==> config.mk <==
export PLATFORM = sky130hd
export DESIGN_NAME = fetch_unit_flat
export DESIGN_NICKNAME = d
export VERILOG_FILES = /design/src/rtl/x9_pkg.sv /design/src/rtl/fetch_unit_if.sv /design/src/rtl/branch_lut.sv /design/src/rtl/fetch_unit.sv /design/src/flat_wrapper.sv
export SDC_FILE = /design/constraint.sdc
export NUM_CORES = 1
export LEC_CHECK = 0
export ABC_AREA = 1
export BUFFER_PORTS_ARGS = -buffer_cell sky130_fd_sc_hd__buf_2
export CAP_MARGIN = 15
export CORE_ASPECT_RATIO = 1.1
export CORE_MARGIN = 1.5
export CORE_UTILIZATION = 38
export DETAILED_ROUTE_END_ITERATION = 6
export GPL_ROUTABILITY_DRIVEN = 0
export MAX_ROUTING_LAYER = met4
export RECOVER_POWER = 50
export REMOVE_ABC_BUFFERS = 1
export SYNTH_ARGS = -nofsm -noshare
export SYNTH_HDL_FRONTEND = slang
export SYNTH_SLANG_ARGS = --single-unit
==> constraint.sdc <==
create_clock -name Clk -period 2.2 [get_ports Clk]
set_clock_uncertainty 0.05 [all_clocks]
set_input_delay 0.22 -clock Clk [delete_from_list [all_inputs] [get_ports Clk]]
set_output_delay 0.22 -clock Clk [all_outputs]
set_load 0.01 [all_outputs]
==> src/rtl/x9_pkg.sv <==
// Shared X9 fetch definitions: FSM states, HALT opcode, NOP word and the
// absolute branch-target table that the assembler also uses.
package x9_pkg;

  typedef enum logic [1:0] {
    IDLE = 2'd0,
    FILL = 2'd1,
    RUN  = 2'd2,
    HALT = 2'd3
  } fetch_state_t;

  localparam logic [4:0] OP_HALT   = 5'b11111;
  localparam logic [8:0] NOP_INSTR = 9'b0;

  localparam int LUT_PC_W = 10;
  typedef logic [LUT_PC_W-1:0] lut_entry_t;

  // Entry 0 is reserved and always targets address 0.
  localparam lut_entry_t BRANCH_LUT [16] = '{
    10'd0,   10'd16,  10'd40,  10'd48,
    10'd64,  10'd80,  10'd96,  10'd112,
    10'd128, 10'd144, 10'd160, 10'd176,
    10'd192, 10'd208, 10'd224, 10'd240
  };

endpackage

==> src/rtl/fetch_unit_if.sv <==
// Fetch-stage bus between the fetch unit (master) and the core/harness (slave).
// Perf counter signals exist only when FETCH_PERF_CNT_EN is defined.
interface fetch_unit_if #(
  parameter int PCWIDTH = 10,
  parameter int IWIDTH  = 9
);
  // Start is a single-cycle pulse with no ready; it is only acted on in IDLE
  // or HALT. ImemData must be valid combinationally for the current ImemAddr.
  logic               Start;
  logic               Stall;
  logic               BranchTaken;
  logic [IWIDTH-1:0]  ImemData;
  logic [PCWIDTH-1:0] ImemAddr;
  logic [IWIDTH-1:0]  Instr;
  logic [PCWIDTH-1:0] InstrPC;
  logic               Valid;
  logic               Done;
`ifdef FETCH_PERF_CNT_EN
  logic [15:0]        CycleCount;
  logic [7:0]         BubbleCount;
`endif

  modport master (
    input  Start, Stall, BranchTaken, ImemData,
    output ImemAddr, Instr, InstrPC, Valid, Done
`ifdef FETCH_PERF_CNT_EN
    , output CycleCount, BubbleCount
`endif
  );

  modport slave (
    output Start, Stall, BranchTaken, ImemData,
    input  ImemAddr, Instr, InstrPC, Valid, Done
`ifdef FETCH_PERF_CNT_EN
    , input CycleCount, BubbleCount
`endif
  );
endinterface

==> src/rtl/branch_lut.sv <==
// Combinational branch-target lookup; contents are the fixed package table.
module branch_lut
  import x9_pkg::*;
#(
  parameter int PCWIDTH = 10,
  parameter int LUTBITS = 4
) (
  input  logic [LUTBITS-1:0] idx,
  output logic [PCWIDTH-1:0] target
);

  lut_entry_t entry;

  assign entry  = BRANCH_LUT[idx];
  assign target = entry[PCWIDTH-1:0];

endmodule

==> src/rtl/fetch_unit.sv <==
// X9 instruction fetch: PC/IR sequencing, branch redirect with one bubble,
// HALT detection and Start/Done. Optional perf counters: FETCH_PERF_CNT_EN.
module fetch_unit
  import x9_pkg::*;
#(
  parameter int PCWIDTH   = 10,
  parameter int IWIDTH    = 9,
  parameter int MCODEBITS = 5,
  parameter int LUTBITS   = 4
) (
  input  logic         Clk,
  input  logic         Reset_n,
  fetch_unit_if.master bus,
  output fetch_state_t fsm_state
);

  fetch_state_t       state;
  logic [PCWIDTH-1:0] pc;
  logic [IWIDTH-1:0]  instr;
  logic [PCWIDTH-1:0] instr_pc;
  logic               valid;
  logic               done;
  logic [PCWIDTH-1:0] target;
  logic               is_halt;
  logic               redirect;

  branch_lut #(.PCWIDTH(PCWIDTH), .LUTBITS(LUTBITS)) u_lut (
    .idx    (instr[LUTBITS-1:0]),
    .target (target)
  );

  // HALT outranks a taken branch, so a HALT word can never redirect.
  assign is_halt  = valid && (instr[IWIDTH-1 -: MCODEBITS] == OP_HALT);
  assign redirect = valid && bus.BranchTaken && !is_halt;

  always_ff @(posedge Clk or negedge Reset_n) begin
    if (!Reset_n) begin
      state    <= IDLE;
      pc       <= '0;
      instr    <= NOP_INSTR;
      instr_pc <= '0;
      valid    <= 1'b0;
      done     <= 1'b0;
    end else begin
      case (state)
        IDLE: begin
          pc    <= '0;
          valid <= 1'b0;
          if (bus.Start) state <= FILL;
        end
        FILL: begin
          instr    <= bus.ImemData;
          instr_pc <= pc;
          pc       <= pc + 1'b1;
          valid    <= 1'b1;
          state    <= RUN;
        end
        RUN: begin
          if (is_halt) begin
            state <= HALT;
            done  <= 1'b1;
            valid <= 1'b0;
          end else if (redirect) begin
            pc    <= target;
            instr <= NOP_INSTR;
            valid <= 1'b0;
          end else if (!bus.Stall) begin
            instr    <= bus.ImemData;
            instr_pc <= pc;
            pc       <= pc + 1'b1;
            valid    <= 1'b1;
          end
        end
        HALT: begin
          if (bus.Start) begin
            pc    <= '0;
            done  <= 1'b0;
            state <= FILL;
          end
        end
        default: state <= IDLE;
      endcase
    end
  end

  assign bus.ImemAddr = pc;
  assign bus.Instr    = instr;
  assign bus.InstrPC  = instr_pc;
  assign bus.Valid    = valid;
  assign bus.Done     = done;
  assign fsm_state    = state;

`ifdef FETCH_PERF_CNT_EN
  logic [15:0] cycle_cnt;
  logic [7:0]  bubble_cnt;
  logic        start_ok;

  assign start_ok = bus.Start && ((state == IDLE) || (state == HALT));

  always_ff @(posedge Clk or negedge Reset_n) begin
    if (!Reset_n) begin
      cycle_cnt  <= '0;
      bubble_cnt <= '0;
    end else if (start_ok) begin
      cycle_cnt  <= '0;
      bubble_cnt <= '0;
    end else begin
      if (((state == FILL) || (state == RUN)) && (cycle_cnt != 16'hFFFF))
        cycle_cnt <= cycle_cnt + 16'd1;
      if ((state == RUN) && redirect && (bubble_cnt != 8'hFF))
        bubble_cnt <= bubble_cnt + 8'd1;
    end
  end

  assign bus.CycleCount  = cycle_cnt;
  assign bus.BubbleCount = bubble_cnt;
`endif

endmodule

==> src/flat_wrapper.sv <==
// flat-port wrapper written by rule: the top's interface ports become plain ports
module fetch_unit_flat import x9_pkg::*;
#(
  parameter int PCWIDTH   = 10,
  parameter int IWIDTH    = 9,
  parameter int MCODEBITS = 5,
  parameter int LUTBITS   = 4
)
  (Clk, Reset_n, fsm_state, bus_Start, bus_Stall, bus_BranchTaken, bus_ImemData, bus_ImemAddr, bus_Instr, bus_InstrPC, bus_Valid, bus_Done);
  fetch_unit_if #(.PCWIDTH(PCWIDTH), .IWIDTH(IWIDTH)) bus_i ();
  input  logic Clk;
  input  logic Reset_n;
  output fetch_state_t fsm_state;
  input wire logic [$bits(bus_i.Start)-1:0] bus_Start;
  input wire logic [$bits(bus_i.Stall)-1:0] bus_Stall;
  input wire logic [$bits(bus_i.BranchTaken)-1:0] bus_BranchTaken;
  input wire logic [$bits(bus_i.ImemData)-1:0] bus_ImemData;
  output wire logic [$bits(bus_i.ImemAddr)-1:0] bus_ImemAddr;
  output wire logic [$bits(bus_i.Instr)-1:0] bus_Instr;
  output wire logic [$bits(bus_i.InstrPC)-1:0] bus_InstrPC;
  output wire logic [$bits(bus_i.Valid)-1:0] bus_Valid;
  output wire logic [$bits(bus_i.Done)-1:0] bus_Done;
  assign bus_i.Start = bus_Start;
  assign bus_i.Stall = bus_Stall;
  assign bus_i.BranchTaken = bus_BranchTaken;
  assign bus_i.ImemData = bus_ImemData;
  assign bus_ImemAddr = bus_i.ImemAddr;
  assign bus_Instr = bus_i.Instr;
  assign bus_InstrPC = bus_i.InstrPC;
  assign bus_Valid = bus_i.Valid;
  assign bus_Done = bus_i.Done;
  fetch_unit #(.PCWIDTH(PCWIDTH), .IWIDTH(IWIDTH), .MCODEBITS(MCODEBITS), .LUTBITS(LUTBITS)) u_core (.Clk(Clk), .Reset_n(Reset_n), .bus(bus_i), .fsm_state(fsm_state));
endmodule
After elaboration in Yosys (flattened, before gate mapping):

Memory sizes are Yosys's and may differ from the RTL's.
Index checks and enable logic that the tools add are counted.

* bits of input ports: 14
* bits in read-only memories: 160
* memories kept: 1
* flip-flop bits (word level): 33
* bits in latches: 0
* logic and storage cells: 62
* RAM bits: 0

Memories
* (no name shown): depth 16, width 10, read ports 1, clocked after memory_dff 0, wr ports 0, line branch_lut.sv:14 `assign entry = BRANCH_LUT[idx];`

* multiply operators: 0
* order comparisons: 1
* reductions and logical operators: 15
* multiplexer cells: 25
* divide/modulo/power cells: 0
* shift operators: 0
* eq/ne operators: 12
* bitwise gates (word level): 1
* add/sub/neg operators: 1

Operators with widths (count)
* 10-bit two-way mux: 9
* 10-bit one-hot mux with 4 select lines: 1
* 9-bit two-way mux: 3
* 10-bit one-hot mux with 2 select lines: 1
* 9-bit one-hot mux with 2 select lines: 1
* 10-bit by 1-bit adder with 10-bit output (second input constant): 1
* 3-bit AND reduction: 3
* 2-bit != test (second input constant): 4
* 2-bit one-hot mux with 3 select lines: 1
* 5-bit == test (second input constant): 1
* 5-bit >= comparator (second input constant): 1
* 1-bit two-way mux: 5
* 4-bit NOT with 5-bit output: 1
* 2-bit == test (second input constant): 2
* 2-bit two-way mux: 2
* 2-bit by 1-bit != test with 1-bit output (second input constant): 2
* 4-bit by 2-bit != test with 1-bit output (second input constant): 1
* 2-bit AND reduction: 2
* 4-bit AND reduction: 1
* 2-bit nonzero test: 2
* 1-bit logical AND: 3
* 3-bit by 2-bit != test with 1-bit output (second input constant): 1
* 1-bit one-hot mux with 3 select lines: 1
* 3-bit nonzero test: 1
* 5 further kinds: 5

Longest topological paths before layout:

* depth in word-level cells: 7
* mapped depth: 10
* mapped depth without buffers: 10

By module:

A second synthesis with hierarchy kept.

* cells, all modules: 249
* area, all modules: 1896.8 sq um

By module, submodules not included
* fetch_unit: times used 1, cells each 233, area each 1803.0 sq um, sequential area each 825.8 sq um
* branch_lut: times used 1, cells each 16, area each 93.8 sq um, sequential area each 0.0 sq um

Least setup slack after synthesis:

Ideal clock, no wire load.

* kind: reg2reg
* from: register u_core.state[0], in the netlist u_core.fsm_state[0]
* to: register u_core.instr[7], in the netlist u_core.bus.Instr[7]
* arrival: 1.428 ns
* required time: 2.033 ns
* path slack: 0.605 ns
* library setup time: 0.117 ns
* stages on the path, launching flop included: 11
* path buffers: 2
* cells stage by stage: dfrtp_1 > inv_1 > ha_1 > buf_4 > nand2_1 > inv_1 > nand2_4 > nand2_4 > buf_6 > nand2_2 > o21ai_2

* longest elaborated chain between the ends: 3
* elaborated cells on any way between the ends: 7

Ends and longest elaborated chain
* from (decl): line fetch_unit.sv:17 `fetch_state_t state;`
* from (signal assigned): line fetch_unit.sv:38 `state <= IDLE;`
* from (signal assigned): line fetch_unit.sv:49 `if (bus.Start) state <= FILL;`
* from (signal assigned): line fetch_unit.sv:56 `state <= RUN;`
* 2-bit == test / 2-bit by 1-bit == test with 1-bit output (equally long branches): line fetch_unit.sv:45 `case (state)`
* 3-bit by 2-bit != test with 1-bit output (no line) (tied with other cells)
* 3-bit AND reduction (no line)
* to (signal assigned): line fetch_unit.sv:52 `instr <= bus.ImemData;`
* to (signal assigned): line fetch_unit.sv:68 `instr <= bus.ImemData;`
* to (decl): line fetch_unit.sv:19 `logic [IWIDTH-1:0] instr;`

Parallel ways exist; a longest one is shown, timed or not.
A chain may end at the register's enable or synchronous reset.

Worst setup path after layout:

* from: register u_core.state[0], in the netlist u_core.fsm_state[0]
* to: register u_core.pc[3], in the netlist u_core.bus.ImemAddr[3]

* longest elaborated chain between the ends: 3
* elaborated cells on any way between the ends: 9

Ends and longest elaborated chain
* 2-bit == test: line fetch_unit.sv:45
* 3-bit by 2-bit != test with 1-bit output (no line) / 2-bit != test (equally long branches)
* 3-bit AND reduction (no line)
* to (signal assigned): line fetch_unit.sv:54 `pc <= pc + 1'b1;`
* to (signal assigned): line fetch_unit.sv:64 `pc <= target;`
* to (signal assigned): line fetch_unit.sv:70 `pc <= pc + 1'b1;`
* to (decl): line fetch_unit.sv:18 `logic [PCWIDTH-1:0] pc;`

Parallel ways exist; a longest one is shown, timed or not.

==> impl_results.md <==
- Status: complete, no violations
- Share of post-route cells with drive strength above 1: 18.7%
- Core Region: 0.00468 mm²
- Die height: 76.3 µm
- Die ar.: 0.00531 mm²
- Via count: 1525
- DRC: 0
- Final ANT Viol Nets: 0
- Rel. slew slack: 45.2%
- Placed Instance Area: 0.00211 mm²
- CP max stage delay: 0.43 ns
- Die W: 69.6 µm
- Setup Viol. Count Final: 0
- Resized Gates After CTS: 0
- Worst setup margin: 0.404 ns
- First-pass GRT wire length: 6300 µm
- IO Pins: 47
- Family with the most delay on the worst path: simple AND/OR/NAND/NOR gates
- Wire per inst: 11.1 µm
- Crit path kind: flip-flop to flip-flop
- Initial antenna violation count: 0
- Max Slew Vio Count: 0
- Vias in the first global route: 1429
- Commonest non-fill, non-tap cell in the layout: nand2_1
- Maximum clock path buffer count: 2
- Commonest non-fill, non-tap cells in the layout: nand2_1 (94), clkbuf_1 (33), dfrtp_1 (33), inv_1 (21)
- Detail Placement HPWL: 2700 µm
- Root Buffer: clkbuf_8
- Sequential area share after synthesis: 44.5%
- Pwr Density: 1170 mW/mm²
- Crit path launch type: flip-flop
- Synth top area share: 44.5%
- DRT iter0 DRCs: 49
- Gr usage total: 15.0%
- Port Buffers: 46
- Overflow left after global routing: 0
- H-tree levels: 2
- Crit path time final: 1.80 ns
- Nets: 298
- Worst slew pin tran: 0.822 ns
- Fill cells: 507
- Period Utilization, post-route: 81.6%
- WL final: 3720 µm
- Cell Rows: 26
- Max Clk Rate: 557 MHz
- CTS clock-pin slew for the worst setup and hold paths: 0.07 ns
- Syn-to-layout area delta: 15.8%
- Crit Path Max Fanout: 12
- Distinct cells, synth: 23
- ANT cells: 0
- DR pass1 iterations: 4
- Cts bufs inserted: 5
- VDD IR-drop max: 574 µV
- CP dominant cell by count: nand2_1
- Mean area per synthesized cell: 8.10 µm²
- CTS tree: yes
- Cell Area, Synth: 0.00186 mm²
- RSZ-0062 raised after global routing: false
- WP data arrival: 1.92 ns
- Post-route cell area: 0.00215 mm²
- YS warnings: 0
- Worst-Skew Late Latency: 0.28 ns
- DP Worst Slack: 0.383 ns
- Cell leakage power: 1.09 nW
- Synthesized flop and latch total: 33
- Critical Path End Type: flip-flop
- Crit path cell chain: inv_1 -> ha_1 -> nand2_1 -> inv_1 -> nand2_4 -> nand2_4 -> nor2_2 -> nand2_1 -> nand2_1
- Vias per cell: 4.57
- Buffers & Inverters on Critical Path: 2
- TNS Setup: 0 ns
- Critical Path RT: 2.32 ns
- Max-Cap Viols: 0
- Cells after synthesis: 229
- Worst Hold Class: input pin to flip-flop
- Slowest cell on the critical path: dfrtp_1
- Largest net degree at the start of global routing: 34
- Post-synth top area cell: dfrtp_1
- Top post-synthesis cells by area: dfrtp_1 (45%), nand2_1 (19%), o21ai_2 (5.7%)
- Endpoints failing hold: 0
- Starting Density: 39.6%
- CTS sink cnt: 33
==> cells in the mapped netlist <==
| cell type | count |
|---|---|
| xor2_1 | 3 |
| nand3_1 | 6 |
| nor2_1 | 10 |
| buf_4 | 1 |
| o21ai_0 | 6 |
| a21oi_1 | 1 |
| inv_2 | 2 |
| nor2_4 | 2 |
| buf_6 | 5 |
| o211ai_1 | 2 |
| nand2_2 | 3 |
| or2_2 | 1 |
| ha_1 | 5 |
| nor2_2 | 2 |
| o21ai_2 | 12 |
| o21ai_1 | 8 |
| nand3_2 | 2 |
| dfrtp_1 | 33 |
| nand2_1 | 94 |
| nand4_1 | 1 |
| nand2_4 | 7 |
| nor3_1 | 2 |
| inv_1 | 21 |
==> worst paths after layout <==
kind                                  startpoint                endpoint  slack [ns]  cells after the start
setup reg to reg             u_core.fsm_state[0]  u_core.bus.ImemAddr[3]        0.40                      9
max in group asynchronous                Reset_n     u_core.bus.Instr[4]        1.06                      2
hold / removal                   bus_ImemData[8]     u_core.bus.Instr[8]        0.13                      3
setup / recovery             u_core.fsm_state[0]  u_core.bus.ImemAddr[3]        0.40                      9
hold reg to reg            u_core.bus.InstrPC[5]   u_core.bus.InstrPC[5]        0.43                      2
min in group asynchronous                Reset_n   u_core.bus.InstrPC[8]        0.52                      2
==> metal layers <==
metal  routed length (µm)  share of wire (%)  up-vias  track usage [%]
met5                    0                  0        -                -
li1                     -                  -      806                -
met3                  208                5.6        5             3.44
met1                 1740                 47      668             18.6
met2                 1720                 46       46             24.1
met4                   46                1.2        0             5.19
==> worst register-to-register path, stage by stage, from the launching register on <==
cell     delay (ns)
dfrtp_1        0.43
inv_1          0.08
ha_1           0.40
nand2_1        0.17
inv_1          0.13
nand2_4        0.07
nand2_4        0.14
nor2_2         0.09
nand2_1        0.09
nand2_1        0.05
==> power breakdown <==
group / total (W) / leakage, nW / internal (W) / switching (W)
clock: 0.000414 / 0.0399 / 0.000208 / 0.000207
sequential: 0.000904 / 0.439 / 0.000759 / 0.000145
combinational: 0.00119 / 0.609 / 0.000376 / 0.000813
==> what timing repair did <==
action	CTS	global route
endpoints found under the hold margin	33	0
hold buffers	1	0
setup buffers	0	0
==> layout make-up <==
class / instances / area (µm²) / share of cell area (%)
inverters: 23 / 86.3 / 4.02
multi-input cells: 167 / 880 / 40.9
clock buffers: 5 / 68.8 / 3.20
well taps: 56 / 70.1 / 3.26
flip-flops and latches: 33 / 826 / 38.4
clock inverters: 1 / 5.00 / 0.233
repair buffers: 49 / 214 / 9.95
==> flip-flops by register name, indices dropped and copies added, names as in the netlist <==
signal,count
u_core.bus.Instr,9
u_core.bus.Valid,1
u_core.bus.InstrPC,10
u_core.bus.ImemAddr,10
u_core.fsm_state,2
u_core.bus.Done,1
==> logic make-up after synthesis <==
| group | after synthesis | share of synthesized area (%) |
|---|---|---|
| flops | 33 | 44.5 |
| compound gates | 29 | 10.5 |
| buf+inv | 29 | 8.09 |
| fa+ha+maj | 5 | 3.37 |
| xor+xnor | 3 | 1.42 |
| simple gates | 130 | 32.1 |
==> through the flow <==
step | hold slack (ns) | instances | power (W) | utilization (%)
6_report | 0.131 | 334 | 0.00251 | 45.9
5_1_grt | 0.143 | 334 | 0.00272 | 45.9
4_1_cts | 0.125 | 334 | 0.00258 | 46.8
3_5_place_dp | 0.282 | 327 | 0.00215 | 45.0
3_3_place_gp | 0.286 | 327 | 0.00214 | 45.0
2_1_floorplan | -0.126 | 223 | 0.00176 | -
(Power assumes the default switching activity.)
